### config.mk
export PLATFORM = sky130hd
export DESIGN_NAME = wb_awb_stats
export DESIGN_NICKNAME = d
export VERILOG_FILES = /design/src/rtl/wb_awb_stats_pkg.sv /design/src/rtl/wb_awb_stats_div.sv /design/src/rtl/wb_awb_stats.sv
export SDC_FILE = /design/constraint.sdc
export NUM_CORES = 1
export LEC_CHECK = 0
export ABC_AREA = 1
export CAP_MARGIN = 25
export CELL_PAD_IN_SITES_DETAIL_PLACEMENT = 0
export CELL_PAD_IN_SITES_GLOBAL_PLACEMENT = 1
export CORE_MARGIN = 2
export CORE_UTILIZATION = 30
export CTS_BUF_LIST = sky130_fd_sc_hd__clkbuf_2
export CTS_CLUSTER_SIZE = 28
export DETAILED_ROUTE_END_ITERATION = 10
export PLACE_DENSITY = 0.59
export SKIP_LAST_GASP = 1
export SYNTH_ARGS = -nofsm -noshare
export SYNTH_HDL_FRONTEND = slang
export SYNTH_SLANG_ARGS = --single-unit
### constraint.sdc
create_clock -name clk_i -period 3.8 [get_ports clk_i]
set_input_delay 0.95 -clock clk_i [delete_from_list [all_inputs] [get_ports clk_i]]
set_output_delay 0.95 -clock clk_i [all_outputs]
set_load 0.01 [all_outputs]
### src/rtl/wb_awb_stats_pkg.sv
// Shared AWB definitions: divider FSM states, unity-gain constant and a
// saturating adder used by the statistics accumulators.
package wb_awb_stats_pkg;

  typedef enum logic [1:0] {S_IDLE, S_CHECK, S_DIV, S_DONE} wb_state_e;

  function automatic int unsigned unity_gain(input int unsigned frac);
    return 32'd1 << frac;
  endfunction

  // Result clamps at max instead of wrapping.
  function automatic logic [63:0] sat_add(input logic [63:0] a, input logic [63:0] b,
                                          input logic [63:0] max);
    logic [64:0] s;
    s = {1'b0, a} + {1'b0, b};
    return (s > {1'b0, max}) ? max : s[63:0];
  endfunction

endpackage

### src/rtl/wb_awb_stats_div.sv
// Unsigned restoring divider, one quotient bit per cycle. Zero-divisor and
// quotient-overflow flags are combinational from the (held) operands.
module wb_seq_div #(
  parameter int NUM_W = 36,
  parameter int DEN_W = 32,
  parameter int Q_W   = 8
) (
  input  logic             clk_i,
  input  logic             rstn_i,
  input  logic             start_i,
  input  logic [NUM_W-1:0] num_i,
  input  logic [DEN_W-1:0] den_i,
  output logic [Q_W-1:0]   quot_o,
  output logic             zero_o,
  output logic             ovf_o,
  output logic             done_o
);
  localparam int RW = DEN_W + Q_W;
  localparam int CW = $clog2(Q_W + 1);

  logic [RW-1:0]  rem_q, rem_d, dsh_q, dsh_d, cur_rem, cur_dsh;
  logic [Q_W-1:0] quot_q, quot_d;
  logic [CW-1:0]  cnt_q, cnt_d;
  logic           run_q, run_d;

  assign zero_o = (den_i == '0);
  assign ovf_o  = ~zero_o & (RW'(num_i) >= (RW'(den_i) << Q_W));
  assign done_o = run_q & (cnt_q == CW'(Q_W));
  assign quot_o = quot_q;

  always_comb begin
    rem_d  = rem_q;
    dsh_d  = dsh_q;
    quot_d = quot_q;
    cnt_d  = cnt_q;
    run_d  = run_q;
    // Operands are taken straight from the inputs on the first iteration, so
    // the caller may load them on the same edge that asserts start_i.
    cur_rem = (cnt_q == '0) ? RW'(num_i) : rem_q;
    cur_dsh = (cnt_q == '0) ? (RW'(den_i) << (Q_W - 1)) : dsh_q;
    if (start_i) begin
      cnt_d  = '0;
      run_d  = 1'b1;
      quot_d = '0;
    end else if (run_q && cnt_q != CW'(Q_W)) begin
      if (cur_rem >= cur_dsh) begin
        rem_d  = cur_rem - cur_dsh;
        quot_d = {quot_q[Q_W-2:0], 1'b1};
      end else begin
        rem_d  = cur_rem;
        quot_d = {quot_q[Q_W-2:0], 1'b0};
      end
      dsh_d = cur_dsh >> 1;
      cnt_d = cnt_q + 1'b1;
    end
  end

  always_ff @(posedge clk_i or negedge rstn_i) begin
    if (!rstn_i) begin
      rem_q  <= '0;
      dsh_q  <= '0;
      quot_q <= '0;
      cnt_q  <= '0;
      run_q  <= 1'b0;
    end else begin
      rem_q  <= rem_d;
      dsh_q  <= dsh_d;
      quot_q <= quot_d;
      cnt_q  <= cnt_d;
      run_q  <= run_d;
    end
  end
endmodule

### src/rtl/wb_awb_stats.sv
// AWB statistics: per-frame R/G/B sums of unsaturated pixels, then
// gain_r = G/R and gain_b = G/B in fixed point via two sequential dividers.
module wb_awb_stats
  import wb_awb_stats_pkg::*;
#(
  parameter int G_DATA_WIDTH = 8,
  parameter int G_COEF_WIDTH = 8,
  parameter int G_FRAC_WIDTH = 4,
  parameter int G_ACC_WIDTH  = 32
) (
  input  logic                    clk_i,
  input  logic                    rstn_i,
  input  logic                    frame_start_i,
  input  logic                    data_valid_i,
  input  logic [G_DATA_WIDTH-1:0] r_i,
  input  logic [G_DATA_WIDTH-1:0] g_i,
  input  logic [G_DATA_WIDTH-1:0] b_i,
  input  logic [G_DATA_WIDTH-1:0] sat_thresh_i,
  input  logic                    freeze_i,
  output logic [G_COEF_WIDTH-1:0] gain_r_o,
  output logic [G_COEF_WIDTH-1:0] gain_g_o,
  output logic [G_COEF_WIDTH-1:0] gain_b_o,
  output logic                    gain_valid_o,
  output logic                    busy_o
);
  localparam int NUM_W = G_ACC_WIDTH + G_FRAC_WIDTH;
  localparam logic [G_COEF_WIDTH-1:0] UNITY = G_COEF_WIDTH'(unity_gain(G_FRAC_WIDTH));
  localparam logic [63:0] ACC_MAX = 64'({G_ACC_WIDTH{1'b1}});

  wb_state_e                state_q, state_d;
  logic [G_ACC_WIDTH-1:0]   acc_r_q, acc_r_d, acc_g_q, acc_g_d, acc_b_q, acc_b_d;
  logic [G_ACC_WIDTH-1:0]   sr_q, sr_d, sg_q, sg_d, sb_q, sb_d;
  logic [G_COEF_WIDTH-1:0]  gain_r_q, gain_r_d, gain_b_q, gain_b_d;
  logic                     gain_valid_q, gain_valid_d;
  logic                     take, upd;
  logic [NUM_W-1:0]         num;
  logic [G_COEF_WIDTH-1:0]  q_r, q_b;
  logic                     z_r, z_b, o_r, o_b, done_r, done_b;

  function automatic logic [G_COEF_WIDTH-1:0] pick(input logic z, input logic o,
                                                   input logic [G_COEF_WIDTH-1:0] q);
    return z ? UNITY : (o ? {G_COEF_WIDTH{1'b1}} : q);
  endfunction

  // A pixel with any channel at or above threshold is dropped entirely.
  assign take = data_valid_i & ~((r_i >= sat_thresh_i) | (g_i >= sat_thresh_i) |
                                 (b_i >= sat_thresh_i));
  assign num  = {sg_q, {G_FRAC_WIDTH{1'b0}}};

  always_comb begin
    acc_r_d = frame_start_i ? '0 : acc_r_q;
    acc_g_d = frame_start_i ? '0 : acc_g_q;
    acc_b_d = frame_start_i ? '0 : acc_b_q;
    if (take) begin
      acc_r_d = G_ACC_WIDTH'(sat_add(64'(acc_r_d), 64'(r_i), ACC_MAX));
      acc_g_d = G_ACC_WIDTH'(sat_add(64'(acc_g_d), 64'(g_i), ACC_MAX));
      acc_b_d = G_ACC_WIDTH'(sat_add(64'(acc_b_d), 64'(b_i), ACC_MAX));
    end
    sr_d = frame_start_i ? acc_r_q : sr_q;
    sg_d = frame_start_i ? acc_g_q : sg_q;
    sb_d = frame_start_i ? acc_b_q : sb_q;
  end

  wb_seq_div #(.NUM_W(NUM_W), .DEN_W(G_ACC_WIDTH), .Q_W(G_COEF_WIDTH)) u_div_r (
    .clk_i, .rstn_i, .start_i(frame_start_i), .num_i(num), .den_i(sr_q),
    .quot_o(q_r), .zero_o(z_r), .ovf_o(o_r), .done_o(done_r));

  wb_seq_div #(.NUM_W(NUM_W), .DEN_W(G_ACC_WIDTH), .Q_W(G_COEF_WIDTH)) u_div_b (
    .clk_i, .rstn_i, .start_i(frame_start_i), .num_i(num), .den_i(sb_q),
    .quot_o(q_b), .zero_o(z_b), .ovf_o(o_b), .done_o(done_b));

  always_comb begin
    state_d = state_q;
    case (state_q)
      S_IDLE:  state_d = S_IDLE;
      // Short-cut only when neither channel needs the iterative quotient.
      S_CHECK: state_d = ((z_r | o_r) & (z_b | o_b)) ? S_DONE : S_DIV;
      S_DIV:   if (done_r & done_b) state_d = S_DONE;
      S_DONE:  state_d = S_IDLE;
      default: state_d = S_IDLE;
    endcase
    if (frame_start_i) state_d = S_CHECK;
    // Gains load on the edge entering DONE so the pulse lines up with them.
    upd          = (state_d == S_DONE) & ~freeze_i;
    gain_valid_d = upd;
    gain_r_d     = upd ? pick(z_r, o_r, q_r) : gain_r_q;
    gain_b_d     = upd ? pick(z_b, o_b, q_b) : gain_b_q;
  end

  always_ff @(posedge clk_i or negedge rstn_i) begin
    if (!rstn_i) begin
      state_q      <= S_IDLE;
      acc_r_q      <= '0;
      acc_g_q      <= '0;
      acc_b_q      <= '0;
      sr_q         <= '0;
      sg_q         <= '0;
      sb_q         <= '0;
      gain_r_q     <= UNITY;
      gain_b_q     <= UNITY;
      gain_valid_q <= 1'b0;
    end else begin
      state_q      <= state_d;
      acc_r_q      <= acc_r_d;
      acc_g_q      <= acc_g_d;
      acc_b_q      <= acc_b_d;
      sr_q         <= sr_d;
      sg_q         <= sg_d;
      sb_q         <= sb_d;
      gain_r_q     <= gain_r_d;
      gain_b_q     <= gain_b_d;
      gain_valid_q <= gain_valid_d;
    end
  end

  assign gain_r_o     = gain_r_q;
  assign gain_g_o     = UNITY;
  assign gain_b_o     = gain_b_q;
  assign gain_valid_o = gain_valid_q;
  assign busy_o       = (state_q == S_CHECK) || (state_q == S_DIV);
endmodule
==> results by group, run 1 <==
Status
  – Status: finished clean

Synth
  – EDFF count, synth: 0
  – Mapped Area: roughly 29,000 sq um
  – Avg Cell Area, Syn: 6.812 sq um
  – Synth Instances: 4,278
  – Most used DFF post-synth: dfrtp_1
  – FF+latch count, synth: 392
  – Area leader, netlist: dfrtp_1
  – Yosys warns: 0
  – Synth top cells by count: nand2_1, inv_1, o21ai_0
  – Yosys top cell area share: between 30% and 40%
  – Synth area leaders: dfrtp_1, nand2_1, ha_1
  – Count leader, synth: nand2_1
  – Synth cell types: 58
  – Async S/R FF share, synth: 100.0%
  – Post-synthesis sequential area ratio: roughly 34%

Placed design
  – Detailed placer's ending HPWL: 79,010 microns
  – DP Worst Slack: roughly 0.012 ns
  – Placed Area: ~32,000 sq um
  – GPL Wtd Cong: roughly 0.90
  – PortBufs: 54

Timing
  – Final slew viol count: 0
  – Tcrit/Tclk final: 97.07%
  – Crit path time final: 3.689 ns
  – Clock skew: about 0.095 ns
  – Setup TNS: 0 ns
  – Worst Max-Slew Pin Slew: 0.9098 ns
  – RSZ-0062 raised after global routing: true
  – Slew HR: about 39%
  – Maximum clock frequency: 271.1 MHz
  – Final WS setup: around 0.11 ns
  – Fin. Hold Viols: 0
  – Final Setup Violations: 0

Setup path
  – WP data required: 4.97 ns
  – Crit path buffers/inverters: 6
  – CP Launch Type: flip-flop
  – Worst Path Max Fanout: 22
  – CP Capture Type: flip-flop
  – Critical path's largest stage delay: 0.65 ns
  – Worst path cell trace: inv_1 -> ha_1 -> nand3_2 -> clkinv_4 -> clkbuf_16 -> o21ai_0 -> ha_1 -> buf_4 -> a21o_1 -> a21oi_1 -> o2bb2ai_1 -> inv_2 -> nand3_4 -> buf_12 -> nand3_1 -> nand3_1 -> nand2_1
  – CP top delay family: compound AO/OA/AOI/OAI gates
  – Crit path arrival time: 4.85 ns
  – Slowest-stage cell, CP: o21ai_0
  – Reg2reg setup slack: 0.11 ns
  – Crit Path Class: flip-flop to flip-flop

Drt
  – Vias/cell: 4.815
  – DRT Wirelength: 103,800 microns
  – Wire per inst: approximately 18 microns
  – Via count: 27,900
  – Detail Route Antenna Nets: 0
  – DRC: 0
  – TritonRoute pass-1 iters: 6
  – Initial DRC count: 1,746

Pwr
  – Switching Fraction: 47.73%
  – Cell internal pwr: 9.952 mW
  – Sequential Power Share: 28.7%
  – Leak pwr: 16.86 nW
  – Clock power frac: about 18%
  – Combinational Power Share: between 50% and 60%
  – Sw Pwr: 9.089 mW
  – Worst vdd ir: 0.2044 mV
  – P per Cell Area: 574.4 nW/um^2

Clock network
  – CTS Buffer Depth: 3
  – CTS Sinks: 392
  – CTS tree: built
  – CTS clk-pin slew, worst paths: roughly 0.1 ns
  – Root Driver: clkbuf_2
  – Clk_lat worst skew: 1.24 ns
  – CTS Buf Count: 112
  – H-tree depth: 3

Final layout
  – Nets: between 4,000 and 5,000
  – Util after Layout: 34.38%
  – Layout cell share with drive strength beyond 1: 10.57%
  – Post-route cell area: 33,150 sq um
  – P&R area growth vs syn: 13.75%

Job
  – Max cap viols: 0

Min path
  – Path category of the worst min-delay check: input port to flip-flop

GRT
  – Vias in the first global route: 27,420
  – Grt total ovfl: 0
  – Largest net degree at the start of global routing: between 80 and 90
  – First-pass GRT wire length: 161,800 microns
  – Initial antenna violation count: 8
  – Overall Global Routing Usage: 20.80%

Floorplan
  – Chip height: 315.7 microns
  – IO Pins: 63
  – Initial core utilization: 30.22%
  – Core area: a little under 100,000 sq um
  – Die area: 99,650 sq um
  – Standard-cell rows: 114
  – Die Wd: 315.7 microns
[worst paths after layout]
path | from | to | depth (start not counted)
max in group asynchronous | rstn_i | u_div_b.rem_q[9] | 3
min in group asynchronous | rstn_i | acc_g_q[16] | 2
worst min-delay path | frame_start_i | acc_b_q[5] | 4
worst min register to register | gain_r_o[4] | gain_r_o[4] | 2
worst max-delay path | u_div_b.cnt_q[1] | u_div_b.rem_q[25] | 17
worst max register to register | u_div_b.cnt_q[1] | u_div_b.rem_q[25] | 17
[state kept, by name, indices dropped and copies added (netlist names)]
| name | cells |
|---|---|
| u_div_r.cnt_q | 4 |
| u_div_r.rem_q | 40 |
| acc_b_q | 32 |
| u_div_b.quot_o | 8 |
| acc_g_q | 32 |
| gain_valid_o | 1 |
| u_div_b.dsh_q | 38 |
| u_div_b.cnt_q | 4 |
| acc_r_q | 32 |
| gain_r_o | 8 |
| state_q | 2 |
| u_div_r.dsh_q | 38 |
| sb_q | 32 |
| u_div_r.quot_o | 8 |
| gain_b_o | 8 |
| u_div_r.run_q | 1 |
| sr_q | 32 |
| sg_q | 32 |
| u_div_b.rem_q | 40 |
[cells in the final DEF (no fill, tap or decap), drive strengths merged, types with 19 or more instances in the layout]
cell type	instances
nand3b	20
a21oi	178
o21a	19
inv	538
nor2	331
xnor2	58
buf	127
or2	53
nand2	1259
ha	186
nand4	100
clkdlybuf4s50	52
dfrtp	390
o21ai	460
xor2	59
nand3	301
clkinv	30
nor3	63
clkbuf	175
[logic make-up after synthesis]
| group | after synthesis | synth area share (%) |
|---|---|---|
| xor gates and xnor gates | 117 | 3.516 |
| adders and majority gates | 191 | 8.329 |
| AOI/OAI and AO/OA | 727 | 13.28 |
| and+or+nand+nor | 2150 | 31.60 |
| buffers and inverters | 698 | 9.549 |
| other | 2 | 0.02577 |
| DFF | 392 | 33.67 |
| muxes | 1 | 0.03435 |
[worst min-delay path: stages]
cell and delay, ns:
buf_6 0.19, inv_6 0.11, nand2_1 0.07, a21oi_1 0.05
[cell type report]
class                           instances  area (sq um)
Fill cell                           10840         63270
Multi-Input combinational cell       3195         16800
Sequential cell                       392          9812
Inverter                              539          2036
Timing Repair Buffer                  183          1854
Tap cell                             1276          1597
Clock buffer                          172         860.8
Clock inverter                         31         167.7
Antenna cell                            7         17.52
[per-stage QoR]
step                hold WS (ns)  power [mW]  instances
global route              0.1076       20.90       5789
global placement          0.4545       15.51       5574
floorplan                 0.4417       12.15       4284
finish                    0.2160       19.04       5795
detailed placement        0.4566       15.46       5574
CTS                      0.04202       18.99       5778
[power groups by stage]
stage                     Clock, mW  Sequential, mW  Combinational [mW]
after floorplan                   0            5.40                6.75
after global placement            0            5.54                9.98
after detailed placement          0            5.53                9.94
after CTS                      3.53            5.46                10.0
after global routing           3.74            5.57                11.6
final                          3.33            5.46                10.2
[what timing repair did]
action	CTS	global route
endpoints found under the hold margin	383	0
pin swaps	0	8
setup buffers	0	6
gates cloned	0	4
resized for setup	2	68
setup endpoints to repair	14	82
hold buffers	1	0
[layer usage]
metal	track usage [%]	up-vias	part of all wire [%]
li1	-	14260	-
met1	29.81	12970	50
met2	32.46	535	44
met3	2.663	139	4.0
met4	6.474	2	2.1
met5	0	-	0.0087
Note: power is estimated with default switching activity, not from simulation.
==> inputs of run 2 (changes only) <==
SKIP_LAST_GASP = not set   (was 1)
clock period = 4.15 ns   (was 3.8 ns; I/O delays follow)
==> run 2 against run 1 <==
Compared with the run above: total power fell by 12%; clock skew up 0.0065 ns; core utilization shrank 0.81 points; critical path depth grew 1; die area unchanged; global-route usage shrank 0.33 points; critical path type unchanged; largest cell class unchanged.
==> results by group, run 2 (same netlist as run 1, synthesis figures left out) <==
Floorplan
  – Chip height: 315.7 microns (unchanged)
  – Initial core utilization: 30.22% (unchanged)
  – IO Pins: 63 (unchanged)
  – Die Wd: 315.7 microns (unchanged)
  – Core area: 96,420 sq um (unchanged)
  – Standard-cell rows: 114 (unchanged)
  – Die area: 99,650 sq um (unchanged)

Placed design
  – Detailed placer's ending HPWL: 77,770 microns (was 79,010 microns)
  – PortBufs: 54 (unchanged)
  – GPL Wtd Cong: 0.8976 (was 0.9009)

Timing
  – Fin. Hold Viols: 0 (unchanged)
  – Setup TNS: 0 ns (unchanged)
  – Final Setup Violations: 0 (unchanged)
  – Crit path time final: 3.691 ns (was 3.689 ns)
  – Worst Max-Slew Pin Slew: 0.9005 ns (was 0.9098 ns)
  – RSZ-0062 raised after global routing: false (was true)
  – Slew HR: 39.64% (was 39.02%)
  – Maximum clock frequency: 270.9 MHz (was 271.1 MHz)
  – Tcrit/Tclk final: 88.95% (was 97.07%)
  – Clock skew: 0.1017 ns (was 0.09519 ns)
  – Final slew viol count: 0 (unchanged)

Final layout
  – Layout cell share with drive strength beyond 1: 8.432% (was 10.57%)
  – Seq. cell area: 9812 sq um (unchanged)
  – Largest regs: u_div_b.rem_q: 40 flops, u_div_r.rem_q: 40 flops (unchanged)
  – Nets: 4,596 (was 4,651)
  – Highest-count cells in the layout ignoring fill and taps: nand2_1, inv_1, o21ai_0 (unchanged)
  – Util after Layout: 33.56% (was 34.38%)
  – P&R area growth vs syn: 11.05% (was 13.75%)
  – Fill cells: 10,880 (was 10,840)
  – Multi-input gate area: 16,620 sq um (was 16,800 sq um)
  – Commonest non-fill, non-tap cell in the layout: nand2_1 (unchanged)

Drt
  – Highest metal used: met4 (was met5)
  – TritonRoute pass-1 iters: 5 (was 6)
  – Met2 wire length: 43,680 microns (was 46,020 microns)
  – DRC: 0 (unchanged)
  – Vias/cell: 4.804 (was 4.815)
  – Wire per inst: 17.62 microns (was 17.92 microns)
  – Via count: 27,580 (was 27,900)
  – Initial DRC count: 2,063 (was 1,746)
  – Wire length on met1: 50,770 microns (was 51,470 microns)
  – Metal3 WL: 4027 microns (was 4133 microns)
  – Detail Route Antenna Nets: 0 (unchanged)
  – DRT Wirelength: 101,100 microns (was 103,800 microns)

Clock network
  – CTS clk-pin slew, worst paths: 0.10 ns (about the same)
  – H-tree depth: 3 (unchanged)
  – CTS Sinks: 392 (unchanged)
  – CTS tree: built (unchanged)
  – Root Driver: clkbuf_2 (unchanged)
  – CTS Buf Count: 117 (was 112)
  – Post-CTS Setup Bufs: 0 (unchanged)
  – CTS Buffer Depth: 3 (unchanged)
  – Clk_lat worst skew: 1.26 ns (was 1.24 ns)

Setup path
  – WP data required: 5.21 ns (was 4.97 ns)
  – Crit path arrival time: 4.75 ns (was 4.85 ns)
  – Crit Path Class: flip-flop to flip-flop (unchanged)
  – CP Launch Type: flip-flop (unchanged)
  – Worst Path Max Fanout: 66 (was 22)
  – CP Capture Type: flip-flop (unchanged)

Status
  – Status: finished clean (unchanged)

Pwr
  – P per Cell Area: 518.7 nW/um^2 (was 574.4 nW/um^2)
  – Leak pwr: 16.46 nW (was 16.86 nW)
  – Worst vdd ir: 0.2514 mV (was 0.2044 mV)

GRT
  – Vias in the first global route: 27,330 (was 27,420)
  – Largest net degree at the start of global routing: 124 (was 89)
  – Overall Global Routing Usage: 20.46% (was 20.80%)
  – Grt total ovfl: 0 (unchanged)
  – First-pass GRT wire length: 159,900 microns (was 161,800 microns)
  – Initial antenna violation count: 3 (was 8)

Job
  – Max cap viols: 0 (unchanged)

Min path
  – Path category of the worst min-delay check: input port to flip-flop (unchanged)
run 2: cell count changes in the layout (fill, tap and decap cells not counted), sizes merged:
cell / before / now
diode: 7 / 5
inv: 538 / 535
bufinv: 1 / 0
buf: 127 / 71
clkbuf: 175 / 163
nand3: 301 / 300
clkinv: 30 / 50
run 2: worst paths after layout:
| check | start | to | slack [ns] | cells past startpoint |
|---|---|---|---|---|
| max | u_div_r.cnt_q[0] | u_div_r.rem_q[37] | 0.46 | 18 |
| min | frame_start_i | acc_b_q[7] | 0.28 | 4 |
| max reg2reg | u_div_r.cnt_q[0] | u_div_r.rem_q[37] | 0.46 | 18 |
| min reg2reg | gain_r_o[4] | gain_r_o[4] | 0.47 | 2 |
| max in group asynchronous | rstn_i | sr_q[3] | 2.74 | 3 |
| min in group asynchronous | rstn_i | u_div_b.dsh_q[7] | 0.39 | 2 |
run 2: final cells by class:
cell class | count | area share [%]
clock buffer | 163 | 2.521
inverter | 539 | 6.298
multi-input combinational | 3194 | 51.35
tap | 1276 | 4.933
timing repair buffer | 124 | 3.820
antenna | 5 | 0.03866
sequential | 392 | 30.32
clock inverter | 47 | 0.7191
run 2: power breakdown:
group / internal [mW] / leakage (nW) / total (mW) / switching [mW]
clock network: 1.10 / 0.798 / 3.05 / 1.95
registers: 4.57 / 5.16 / 5.00 / 0.429
logic: 2.98 / 10.5 / 8.73 / 5.75
run 2: timing repair:
item | in CTS | in global routing
setup endpoints to repair | 0 | 56
endpoints found under the hold margin | 67 | 0
resized for setup | 0 | 14
hold buffers | 1 | 0
run 2: worst max-delay path, stage by stage, from the launching register on:
cell     delay [ns]
dfrtp_1        0.38
inv_1          0.07
ha_1           0.22
nand2_2        0.10
inv_2          0.05
buf_12         0.16
buf_4          0.23
o21ai_0        0.34
ha_1           0.35
a21oi_1        0.30
o21ai_0        0.21
a21oi_1        0.45
o21ai_0        0.18
nand2_1        0.13
nand3_1        0.08
nand2_1        0.07
nand3_1        0.07
nand2_1        0.07
nand2_1        0.04
run 2: per-stage QoR:
stage | std cells | setup WS (ns) | cell area (sq um) | hold slack, ns | total power [mW]
floorplan | 4284 | 0.02187 | 29170 | 0.4417 | 11.12
global placement | 5524 | 0.09559 | 31260 | 0.4552 | 13.79
detailed placement | 5524 | 0.1025 | 31260 | 0.4555 | 13.77
CTS | 5735 | 0.01596 | 32310 | 0.1271 | 16.96
global route | 5736 | 0.002248 | 32350 | 0.2479 | 18.48
finish | 5740 | 0.4586 | 32360 | 0.2844 | 16.79
run 2: per-layer routing:
metal	track usage (%)	up-vias
li1	-	14170
met1	29.71	12750
met2	31.63	516
met3	2.401	140
met4	6.387	0
met5	0	-
==> inputs of run 3 (changes only) <==
PLACE_DENSITY = 0.6   (was 0.59)
SYNTH_HIERARCHICAL = 1   (was not set)
==> run 3 against run 2 <==
Compared with the run above: flip-flop and latch count rose by 1; cell count rose by 15%; core utilization fell by 0.23 points; count of clock-buffer cells in the layout rose by 14; clock skew rose by 0.031 ns; register-to-register slack got worse by 0.09 ns; global-route usage barely moved; critical path depth rose by 1; sequential power rose by 8.4%; non-clock buffer count rose by 1; total power rose by 13%; critical endpoint is now u_div_r/rem_q[0]; largest power group unchanged.
==> results by group, run 3 <==
Status
  – Status: finished clean (unchanged)

Drt
  – Detail Route Antenna Nets: 0 (unchanged)
  – DRC: 0 (unchanged)
  – Via count: 30,440 (was 27,580)
  – TritonRoute pass-1 iters: 6 (was 5)
  – Vias/cell: 4.626 (was 4.804)
  – Initial DRC count: 2,112 (was 2,063)
  – DRT Wirelength: 110,100 microns (was 101,100 microns)
  – Wire per inst: 16.73 microns (was 17.62 microns)

Timing
  – Crit path time final: 3.778 ns (was 3.691 ns)
  – RSZ-0062 raised after global routing: false (unchanged)
  – Final Setup Violations: 0 (unchanged)
  – Fin. Hold Viols: 0 (unchanged)
  – Slew HR: 41.40% (was 39.64%)
  – Maximum clock frequency: 264.7 MHz (was 270.9 MHz)
  – Tcrit/Tclk final: 91.03% (was 88.95%)
  – Setup TNS: 0 ns (unchanged)
  – Worst Max-Slew Pin Slew: 0.8790 ns (was 0.9005 ns)
  – Clock skew: 0.1331 ns (was 0.1017 ns)
  – Final slew viol count: 0 (unchanged)

Setup path
  – Crit path arrival time: 4.83 ns (was 4.75 ns)
  – WP data required: 5.20 ns (was 5.21 ns)
  – Worst path cell trace: inv_1 -> ha_1 -> nand2_2 -> inv_2 -> buf_12 -> o21ai_0 -> ha_1 -> nand2_1 -> nor2_1 -> nand2_1 -> nor2_2 -> nand2_1 -> nand3_2 -> nand2_4 -> nand2_4 -> buf_4 -> nand2_1 -> nand3_1 -> o21ai_0 (was inv_1 -> ha_1 -> nand2_2 -> inv_2 -> buf_12 -> buf_4 -> o21ai_0 -> ha_1 -> a21oi_1 -> o21ai_0 -> a21oi_1 -> o21ai_0 -> nand2_1 -> nand3_1 -> nand2_1 -> nand3_1 -> nand2_1 -> nand2_1)
  – CP Capture Type: flip-flop (unchanged)
  – Critical path's largest stage delay: 0.41 ns (was 0.45 ns)
  – Crit Path Class: flip-flop to flip-flop (unchanged)
  – Worst Path Max Fanout: 39 (was 66)
  – Slowest-stage cell, CP: ha_1 (was a21oi_1)
  – CP most frequent cell: nand2_1 (unchanged)
  – CP Launch Type: flip-flop (unchanged)

Final layout
  – Largest regs: u_div_b/rem_q: 40 flops, u_div_r/rem_q: 40 flops (was u_div_b.rem_q: 40 flops, u_div_r.rem_q: 40 flops)
  – Highest-count cells in the layout ignoring fill and taps: nand2_1, inv_1, nor2_1 (was nand2_1, inv_1, o21ai_0)
  – Commonest non-fill, non-tap cell in the layout: nand2_1 (unchanged)
  – P&R area growth vs syn: 10.65% (was 11.05%)
  – Nets: 5,322 (was 4,596)
  – Util after Layout: 33.33% (was 33.56%)
  – Final non-filler cell total: 6,581 (was 5,740)
  – Layout cell share with drive strength beyond 1: 8.059% (was 8.432%)

Floorplan
  – Chip height: 328.4 microns (was 315.7 microns)
  – Standard-cell rows: 119 (was 114)
  – Initial core utilization: 30.12% (was 30.22%)
  – Die area: 107,900 sq um (was 99,650 sq um)
  – Die Wd: 328.4 microns (was 315.7 microns)
  – Core area: 104,800 sq um (was 96,420 sq um)
  – IO Pins: 63 (unchanged)

Synth
  – Synth cell types: 51 (was 58)
  – Synth area leaders: dfrtp_1, nand2_1, inv_1 (was dfrtp_1, nand2_1, ha_1)
  – Post-synthesis sequential area ratio: 31.15% (was 33.67%)
  – Area leader, netlist: dfrtp_1 (unchanged)
  – Mapped Area: 31,580 sq um (was 29,140 sq um)
  – Most used DFF post-synth: dfrtp_1 (unchanged)
  – Synth top cells by count: nand2_1, inv_1, nor2_1 (was nand2_1, inv_1, o21ai_0)
  – Synth Instances: 4,987 (was 4,278)
  – Count leader, synth: nand2_1 (unchanged)
  – Yosys top cell area share: 30.99% (was 33.49%)
  – Async S/R FF share, synth: 100.0% (unchanged)
  – Avg Cell Area, Syn: 6.332 sq um (was 6.812 sq um)
  – Yosys warns: 6 (was 0)
  – EDFF count, synth: 0 (unchanged)
  – FF+latch count, synth: 393 (was 392)

Pwr
  – Power, Total: 18.98 mW (was 16.79 mW)
  – Switching Fraction: 50.58% (was 48.45%)
  – Cell internal pwr: 9.378 mW (was 8.654 mW)
  – Leak pwr: 19.13 nW (was 16.46 nW)
  – Sequential Power Share: 28.6% (was 29.8%)
  – Worst vdd ir: 0.2890 mV (was 0.2514 mV)
  – Clock power frac: 16.2% (was 18.2%)
  – P per Cell Area: 543.1 nW/um^2 (was 518.7 nW/um^2)
  – Sw Pwr: 9.600 mW (was 8.134 mW)
  – Combinational Power Share: 55.3% (was 52.0%)

Clock network
  – CTS clk-pin slew, worst paths: 0.10 ns (about the same)
  – CTS Sinks: 393 (was 392)
  – CTS tree: built (unchanged)
  – Clk_lat worst skew: 1.29 ns (was 1.26 ns)
  – Root Driver: clkbuf_2 (unchanged)
  – H-tree depth: 3 (unchanged)
  – CTS Buf Count: 120 (was 117)
  – CTS Buffer Depth: 3 (unchanged)

GRT
  – Vias in the first global route: 29,390 (was 27,330)
  – Initial antenna violation count: 5 (was 3)
  – Grt total ovfl: 0 (unchanged)
  – Largest net degree at the start of global routing: 124 (unchanged)
  – Overall Global Routing Usage: 20.51% (was 20.46%)
  – First-pass GRT wire length: 172,400 microns (was 159,900 microns)

Placed design
  – GPL Wtd Cong: 0.9061 (was 0.8976)
  – Detailed placer's ending HPWL: 85,680 microns (was 77,770 microns)
  – Dpl cells: 6,362 (was 5,524)
  – PortBufs: 54 (unchanged)

Job
  – Max cap viols: 0 (unchanged)

Min path
  – Path category of the worst min-delay check: input port to flip-flop (unchanged)
==> run 3: changes by cell type in the layout (fill, tap and decap cells not counted), moves of 12 or more <==
| cell | change |
|---|---|
| inv_1 | +237 |
| nand4_1 | -53 |
| nor2_1 | +97 |
| nand3_1 | +50 |
| o21ai_0 | -129 |
| a21oi_1 | -82 |
| nand3b_1 | +31 |
| conb_1 | +12 |
| nand2_1 | +645 |
| clkbuf_2 | +14 |
| o21ai_1 | -12 |
| or2_2 | -50 |
| xor2_1 | -40 |
| a21oi_2 | +62 |
==> run 3: cell type report <==
cell class                      count  area, sq um
Antenna cell                        3        7.507
Clock buffer                      177        885.9
Clock inverter                     38        162.7
Fill cell                       11890        69880
Inverter                          780         2943
Multi-Input combinational cell   3674        18070
Sequential cell                   393         9837
Tap cell                         1391         1740
Timing Repair Buffer              125         1291
==> run 3: what timing repair did <==
action,4_1_cts,5_1_grt
buffers inserted,0,0
hold buffers,1,0
hold endpoints to repair,62,0
setup endpoints to repair,0,10
resized for setup,0,2
==> run 3: cell families after synthesis <==
logic type	Yosys count	share of synthesized area, %
DFF	393	31.15
other	2	0.02378
buffers and inverters	938	11.93
AOI/OAI and AO/OA	518	9.296
muxes	2	0.06340
and+or+nand+nor	2876	37.99
adders and majority gates	191	7.687
xor gates and xnor gates	67	1.858
==> run 3: path summary, 6_finish.rpt <==
path | start | end | slack, ns | depth (start not counted)
setup / recovery | u_div_r/cnt_q[0] | u_div_r/rem_q[0] | 0.37 | 19
hold / removal | frame_start_i | sr_q[20] | 0.27 | 3
setup reg to reg | u_div_r/cnt_q[0] | u_div_r/rem_q[0] | 0.37 | 19
hold reg to reg | sr_q[19] | sr_q[19] | 0.47 | 2
max in group asynchronous | rstn_i | acc_b_q[18] | 2.81 | 3
min in group asynchronous | rstn_i | u_div_r/dsh_q[34] | 0.41 | 2
==> run 3: layer usage <==
layer / up-vias / global-route usage (%) / wire length [microns]
met2: 603 / 32.04 / 48050
met5: - / 0 / 13
met4: 2 / 6.581 / 2911
met1: 13910 / 28.77 / 53740
li1: 15780 / - / -
met3: 159 / 3.341 / 5399
==> run 3: critical path: cells and delay by family, from the launching register on <==
kind	cells	cell delay, ns
buffers and inverters	4	0.83
adders and majority gates	2	0.63
DFF	1	0.39
and+or+nand+nor	11	1.45
AOI/OAI and AO/OA	2	0.24
==> run 3: power by group through the flow <==
stage	combinational [mW]	clock, mW	sequential, mW
2_1_floorplan	7.49	0	5.23
3_3_place_gp	10.5	0	5.48
3_5_place_dp	10.5	0	5.48
4_1_cts	10.5	3.26	5.41
5_1_grt	12.0	3.46	5.53
6_report	10.5	3.07	5.42
==> run 3: metrics by stage <==
step	area (sq um)	hold slack (ns)	setup slack [ns]
floorplan	31640	0.4419	0.4331
global placement	33870	0.4585	0.2960
detailed placement	33870	0.4587	0.2719
CTS	34920	0.09683	0.2812
global route	34940	0.1897	0.008071
finish	34940	0.2732	0.3721
